`config.mk`:
```
export PLATFORM = sky130hd
export DESIGN_NAME = response_writer
export DESIGN_NICKNAME = d
export VERILOG_FILES = /design/src/rtl/response_writer.sv
export SDC_FILE = /design/constraint.sdc
export NUM_CORES = 2
export LEC_CHECK = 0
export CAP_MARGIN = 20
export CORE_MARGIN = 4
export CORE_UTILIZATION = 30
export DETAILED_ROUTE_END_ITERATION = 16
export DONT_BUFFER_PORTS = 1
export GPL_ROUTABILITY_DRIVEN = 0
export SYNTH_ARGS = -nofsm -noshare
export SYNTH_HDL_FRONTEND = slang
export SYNTH_SLANG_ARGS = --single-unit
```
`constraint.sdc`:
```
create_clock -name clock -period 12.7 [get_ports clock]
set_input_delay 0.635 -clock clock [delete_from_list [all_inputs] [get_ports clock]]
set_output_delay 0.635 -clock clock [all_outputs]
set_load 0.02 [all_outputs]
```
`src/rtl/response_writer.sv`:
```
// response_writer: Avalon-MM write master that drains a 64-bit word stream
// into a circular buffer in SDRAM, one single-beat write per word.
module response_writer #(
  parameter int unsigned BUF_ADDRESS     = 0,
  parameter int unsigned BUF_WORDS       = 1024,
  parameter int unsigned FIFO_DEPTH      = 32,
  parameter int unsigned FIFO_DEPTH_LOG2 = 5
) (
  input  logic        clock,
  input  logic        reset_n,
  input  logic        restart,
  output logic        idle,
  output logic [31:0] words_written,
  input  logic [63:0] in_data,
  input  logic        in_valid,
  output logic        in_ready,
  output logic [28:0] write_address,
  output logic [7:0]  write_burstcount,
  output logic [7:0]  write_byteenable,
  output logic [63:0] write_writedata,
  output logic        write_write,
  input  logic        write_waitrequest
);

  typedef enum logic [2:0] {
    INIT    = 3'd0,
    FLUSH   = 3'd1,
    RESTART = 3'd2,
    CLEAR   = 3'd3,
    RUN     = 3'd4
  } state_t;

  localparam logic [28:0] PC_BASE = 29'(BUF_ADDRESS / 8);
  localparam logic [28:0] PC_LAST = 29'(BUF_ADDRESS / 8 + BUF_WORDS - 1);
  localparam logic [FIFO_DEPTH_LOG2:0] FULL_COUNT = (FIFO_DEPTH_LOG2 + 1)'(FIFO_DEPTH);

  state_t state;
  logic [28:0] pc;
  logic        fifo_sclr;

  logic [63:0]                fifo_mem [FIFO_DEPTH];
  logic [FIFO_DEPTH_LOG2-1:0] wr_ptr;
  logic [FIFO_DEPTH_LOG2-1:0] rd_ptr;
  logic [FIFO_DEPTH_LOG2:0]   fifo_count;
  logic                       fifo_empty;
  logic                       fifo_full;
  logic [63:0]                fifo_q;
  logic                       push;
  logic                       pop;
  logic                       stall;

  assign write_burstcount = 8'h01;
  assign write_byteenable = 8'hFF;

  assign fifo_empty = (fifo_count == '0);
  assign fifo_full  = (fifo_count == FULL_COUNT);
  assign fifo_q     = fifo_mem[rd_ptr];

  assign stall    = write_write && write_waitrequest;
  assign in_ready = (state == RUN) && !restart && !fifo_full;
  assign push     = in_valid && in_ready;
  assign pop      = (state == RUN) && !restart && !stall && !fifo_empty;
  assign idle     = (state == RUN) && fifo_empty && !write_write && !restart;

  // FIFO storage: written on every accepted push
  always_ff @(posedge clock) begin
    if (push) fifo_mem[wr_ptr] <= in_data;
  end

  // FIFO pointers and occupancy, cleared synchronously by fifo_sclr
  always_ff @(posedge clock or negedge reset_n) begin
    if (!reset_n) begin
      wr_ptr     <= '0;
      rd_ptr     <= '0;
      fifo_count <= '0;
    end else if (fifo_sclr) begin
      wr_ptr     <= '0;
      rd_ptr     <= '0;
      fifo_count <= '0;
    end else begin
      if (push) wr_ptr <= wr_ptr + 1'b1;
      if (pop)  rd_ptr <= rd_ptr + 1'b1;
      case ({push, pop})
        2'b10:   fifo_count <= fifo_count + 1'b1;
        2'b01:   fifo_count <= fifo_count - 1'b1;
        default: fifo_count <= fifo_count;
      endcase
    end
  end

  // Control FSM with registered Avalon outputs, write pointer and counter
  always_ff @(posedge clock or negedge reset_n) begin
    if (!reset_n) begin
      state           <= INIT;
      pc              <= PC_BASE;
      fifo_sclr       <= 1'b0;
      write_write     <= 1'b0;
      write_address   <= '0;
      write_writedata <= '0;
      words_written   <= '0;
    end else begin
      // Only writes accepted while running are counted; RESTART clears anyway
      if (state == RUN && write_write && !write_waitrequest)
        words_written <= words_written + 32'd1;
      case (state)
        INIT: begin
          if (restart) state <= FLUSH;
        end
        FLUSH: begin
          if (!stall) begin
            write_write <= 1'b0;
            state       <= RESTART;
          end
        end
        RESTART: begin
          pc            <= PC_BASE;
          words_written <= '0;
          fifo_sclr     <= 1'b1;
          if (!restart) state <= CLEAR;
        end
        CLEAR: begin
          fifo_sclr <= 1'b0;
          state     <= restart ? FLUSH : RUN;
        end
        RUN: begin
          if (restart) begin
            // A stalled request stays on the bus; FLUSH waits for it
            state <= FLUSH;
            if (!stall) write_write <= 1'b0;
          end else if (pop) begin
            write_writedata <= fifo_q;
            write_address   <= pc;
            write_write     <= 1'b1;
            pc              <= (pc == PC_LAST) ? PC_BASE : pc + 29'd1;
          end else if (!stall) begin
            write_write <= 1'b0;
          end
        end
        default: begin
          state <= INIT;
          if (!stall) write_write <= 1'b0;
        end
      endcase
    end
  end

endmodule

```
==> results by group <==
Critical path
  – Crit-path max FO: 24
  – Slowest stage delay, CP: approximately 0.9 ns
  – R2r setup slk: a little over 8 ns
  – FF-to-FF Start: state[0]$_DFFE_PN0P_
  – CP Data Arrival Time: 4.98 ns
  – Cells on worst reg2reg path: 7
  – CP Capture Type: flip-flop
  – CP delay by family, top: simple AND/OR/NAND/NOR gates
  – CP Cell Sequence: nor4b_4 > o211a_1 > buf_4 > nand2_1 > nor2_4 > buf_4 > buf_4
  – Critical R2R Capture: fifo_mem[10][53]$_DFFE_PP_
  – WP data required: 13.21 ns
  – CP dominant cell by count: buf_4
  – Slowest-stage cell, CP: nor2_4
  – CP Class: flip-flop to flip-flop
  – Critical Path Start Type: flip-flop
  – Worst path buffer plus inverter count: 3

Placement
  – Pre-CTS WS: between 8 and 9 ns
  – DPL Wire Length: between 100,000 and 150,000 µm
  – DP Cell Count: between 7,000 and 8,000
  – Number of port buffers: 0
  – Placed cell areas: around 89,000 µm²

Detailed routing
  – DR iter-0 viols: around 4,500
  – Final WL: about 220,000 µm
  – 1st-pass router iterations: 5
  – DRC errors left: 0
  – WL/cell: 26.5 µm
  – Antenna Violating Nets Remaining: 0
  – Via total after detailed routing: 41,827
  – Via/cell ratio: around 5.1

Die
  – DIE AREA: just under 300,000 µm²
  – FP Rows: 194
  – Initial core utilization: 30.3%
  – Io pins: ~210
  – Die Y: between 500 and 600 µm
  – CORE AREA: roughly 280,000 µm²
  – Die X: between 500 and 600 µm

Timing
  – Actual slew at the worst max-slew pin: approximately 1.1 ns
  – Pins over their slew limit: 0
  – Hold Fails Final Rpt: 0
  – Setup TNS Final: 0 ns
  – Setup violators final: 0
  – Fin crit period: 4.47 ns
  – Relative slew margins: between 20 and 30%
  – Max Fclk: around 0.22 GHz
  – Clock skew: a little under 0.07 ns
  – Tcrit/Tclk final: around a third
  – RSZ-0062 raised after global routing: false
  – Worst Setup Slack, final: ~8 ns

Layout
  – Fin area: 98,500 µm²
  – Nets@finish: roughly 4,400
  – Commonest cells after routing, fill and taps aside: edfxtp_1, mux4_2, a22oi_1
  – Non-filler cells, final: around 8,000
  – Share of post-route cells with drive strength above 1: 23.6%
  – Layout area overhead: 16.1%
  – Fillcell total: 25,803
  – Most common cell after layout, fill and taps aside: edfxtp_1

Pwr
  – Peak VDD IR: ~120 µV
  – Pleak: between 30 and 40 nW
  – Cell Pwr Density: about 150 nW/µm²

Hold path
  – Min-delay src: in_data[34]
  – Worst min path class: input port to flip-flop
  – Hold Path End: fifo_mem[2][34]$_DFFE_PP_
  – Hold depth: 1

Logic synthesis
  – Syn Std Cell Area: around 85,000 µm²
  – Sequential fraction of the synthesis area: between 70% and 80%
  – Post-Syn Instances: just over 4,000
  – Mean post-synth cell area: 20.8 µm²
  – Yosys reg bits: about 2,200
  – Most used flip-flop cell after synthesis: edfxtp_1
  – Number of synthesized flops with an enable pin: slightly above 2,000
  – Yosys Warn Count: 0
  – Post-synth ARST share: 7.87%
  – Synth unique cells: 67

Global route
  – Initial antenna violation count: 17
  – Total gr overflow: 0
  – GRT Util Overall: around 15%
  – First-pass GRT wire length: 314,000 µm
  – Largest net degree at the start of global routing: around 180
  – Vias in the first global route: around 42,000

CTS
  – CTS tree: done
  – Clk_lat worst skew: 0.88 ns
  – Clock transition at path regs: roughly 0.060 ns
  – Postcts setup bufs: 0
  – Clock sink count: ~2,200
  – Total CTS buffers: between 200 and 250
  – Max Root-Sink Buffers: 4
  – Clock root buffer: clkbuf_16
  – H-tree level count: 4

Status
  – Status: complete, no violations

Job
  – Max Cap Viol: 0
==> worst max-delay path by stage <==
stage / from / to / depth (start not counted) / slack, ns
6_report: state[0]$_DFFE_PN0P_ / fifo_mem[10][53]$_DFFE_PP_ / 7 / 8.23
5_1_grt: rd_ptr[0]$_DFFE_PN0P_ / write_writedata[6]$_DFFE_PN0P_ / 8 / 7.77
4_1_cts: rd_ptr[0]$_DFFE_PN0P_ / write_writedata[6]$_DFFE_PN0P_ / 8 / 8.09
3_5_place_dp: rd_ptr[0]$_DFFE_PN0P_ / write_writedata[4]$_DFFE_PN0P_ / 8 / 8.08
3_3_place_gp: rd_ptr[0]$_DFFE_PN0P_ / write_writedata[7]$_DFFE_PN0P_ / 8 / 8.00
2_1_floorplan: restart / fifo_mem[23][0]$_DFFE_PP_ / 5 / 5.77
==> cells in the mapped netlist, types with 3 or more instances <==
| cell | instances | area [µm²] |
|---|---|---|
| a21oi_1 | 146 | 731 |
| a22oi_1 | 256 | 1920 |
| and2_1 | 4 | 25.0 |
| and3_1 | 6 | 37.5 |
| and4_1 | 3 | 26.3 |
| buf_1 | 20 | 75.1 |
| buf_2 | 74 | 370 |
| buf_4 | 19 | 143 |
| clkbuf_1 | 130 | 488 |
| dfrtp_1 | 175 | 4380 |
| edfxtp_1 | 2048 | 61500 |
| ha_1 | 10 | 125 |
| inv_1 | 9 | 33.8 |
| mux4_2 | 512 | 11500 |
| nand2_1 | 256 | 961 |
| nand2b_1 | 6 | 37.5 |
| nand3_1 | 23 | 115 |
| nand3b_1 | 7 | 52.6 |
| nand4_1 | 27 | 169 |
| nor2_1 | 108 | 405 |
| nor2b_1 | 8 | 50.1 |
| nor3_1 | 13 | 65.1 |
| nor3b_1 | 5 | 37.5 |
| nor4_1 | 14 | 87.6 |
| o21ai_0 | 79 | 395 |
| o21ai_1 | 5 | 25.0 |
| or2_1 | 3 | 18.8 |
| or3_1 | 9 | 56.3 |
| or4_1 | 4 | 30.0 |
| xnor2_1 | 23 | 201 |
| xor2_1 | 33 | 289 |
==> area by class of cell <==
type                    count  area, µm²  area share, %
diodes                      4       10.0         0.0102
clock buffers             302       6210           6.31
clock inverters           109        925          0.939
inverters                   9       33.8         0.0343
multi-input cells        1618      18100           18.4
flip-flops and latches   2223      65900           66.9
well taps                3724       4660           4.73
repair buffers            210       2580           2.62
==> per-stage QoR <==
stage                     total power [mW]  util [%]  hold slack [ns]
final                                 15.0      35.1           0.0644
after global routing                  15.5      35.1           0.0332
after CTS                             15.1      34.8          0.00481
after detailed placement              8.54      31.9            0.345
after global placement                8.54      31.9            0.345
after floorplan                       8.45         -            0.339
==> layer usage <==
layer  global-route usage, %  routed length (µm)  vias to the layer above
met5                       0                  41                        -
met1                    20.4               92800                    22557
li1                        -                   -                    17289
met4                    3.28                4370                        6
met3                    3.47               17900                      302
met2                    23.1              102000                     1673
==> registers in the layout, summed over array words and instances, names as in the netlist <==
signal,cells
fifo_mem,2048
write_writedata,64
words_written,32
pc,29
write_address,29
fifo_count,6
rd_ptr,5
wr_ptr,5
state,3
fifo_sclr,1
write_write,1
==> power breakdown <==
part	leakage, nW	total [mW]	switching, mW	internal, mW
Clock	3.52	6.45	2.76	3.69
Sequential	20.8	8.20	0.158	8.04
Combinational	6.30	0.342	0.234	0.108
==> logic make-up (layout without fill, tap and decap cells) <==
group	Yosys count	in the layout	synth area share, %
mux	514	514	13.6
fa+ha+maj	10	10	0.148
buf+inv	254	630	1.33
flops	2223	2223	77.7
other cells	2	20	0.00885
simple gates	511	511	2.75
xor+xnor	56	56	0.578
compound gates	511	511	3.90
==> timing repair <==
action / 4_1_cts / 5_1_grt
hold endpoints to repair: 2226 / 0
hold buffers: 71 / 0
gates resized for setup: 0 / 0
(Power assumes the default switching activity.)
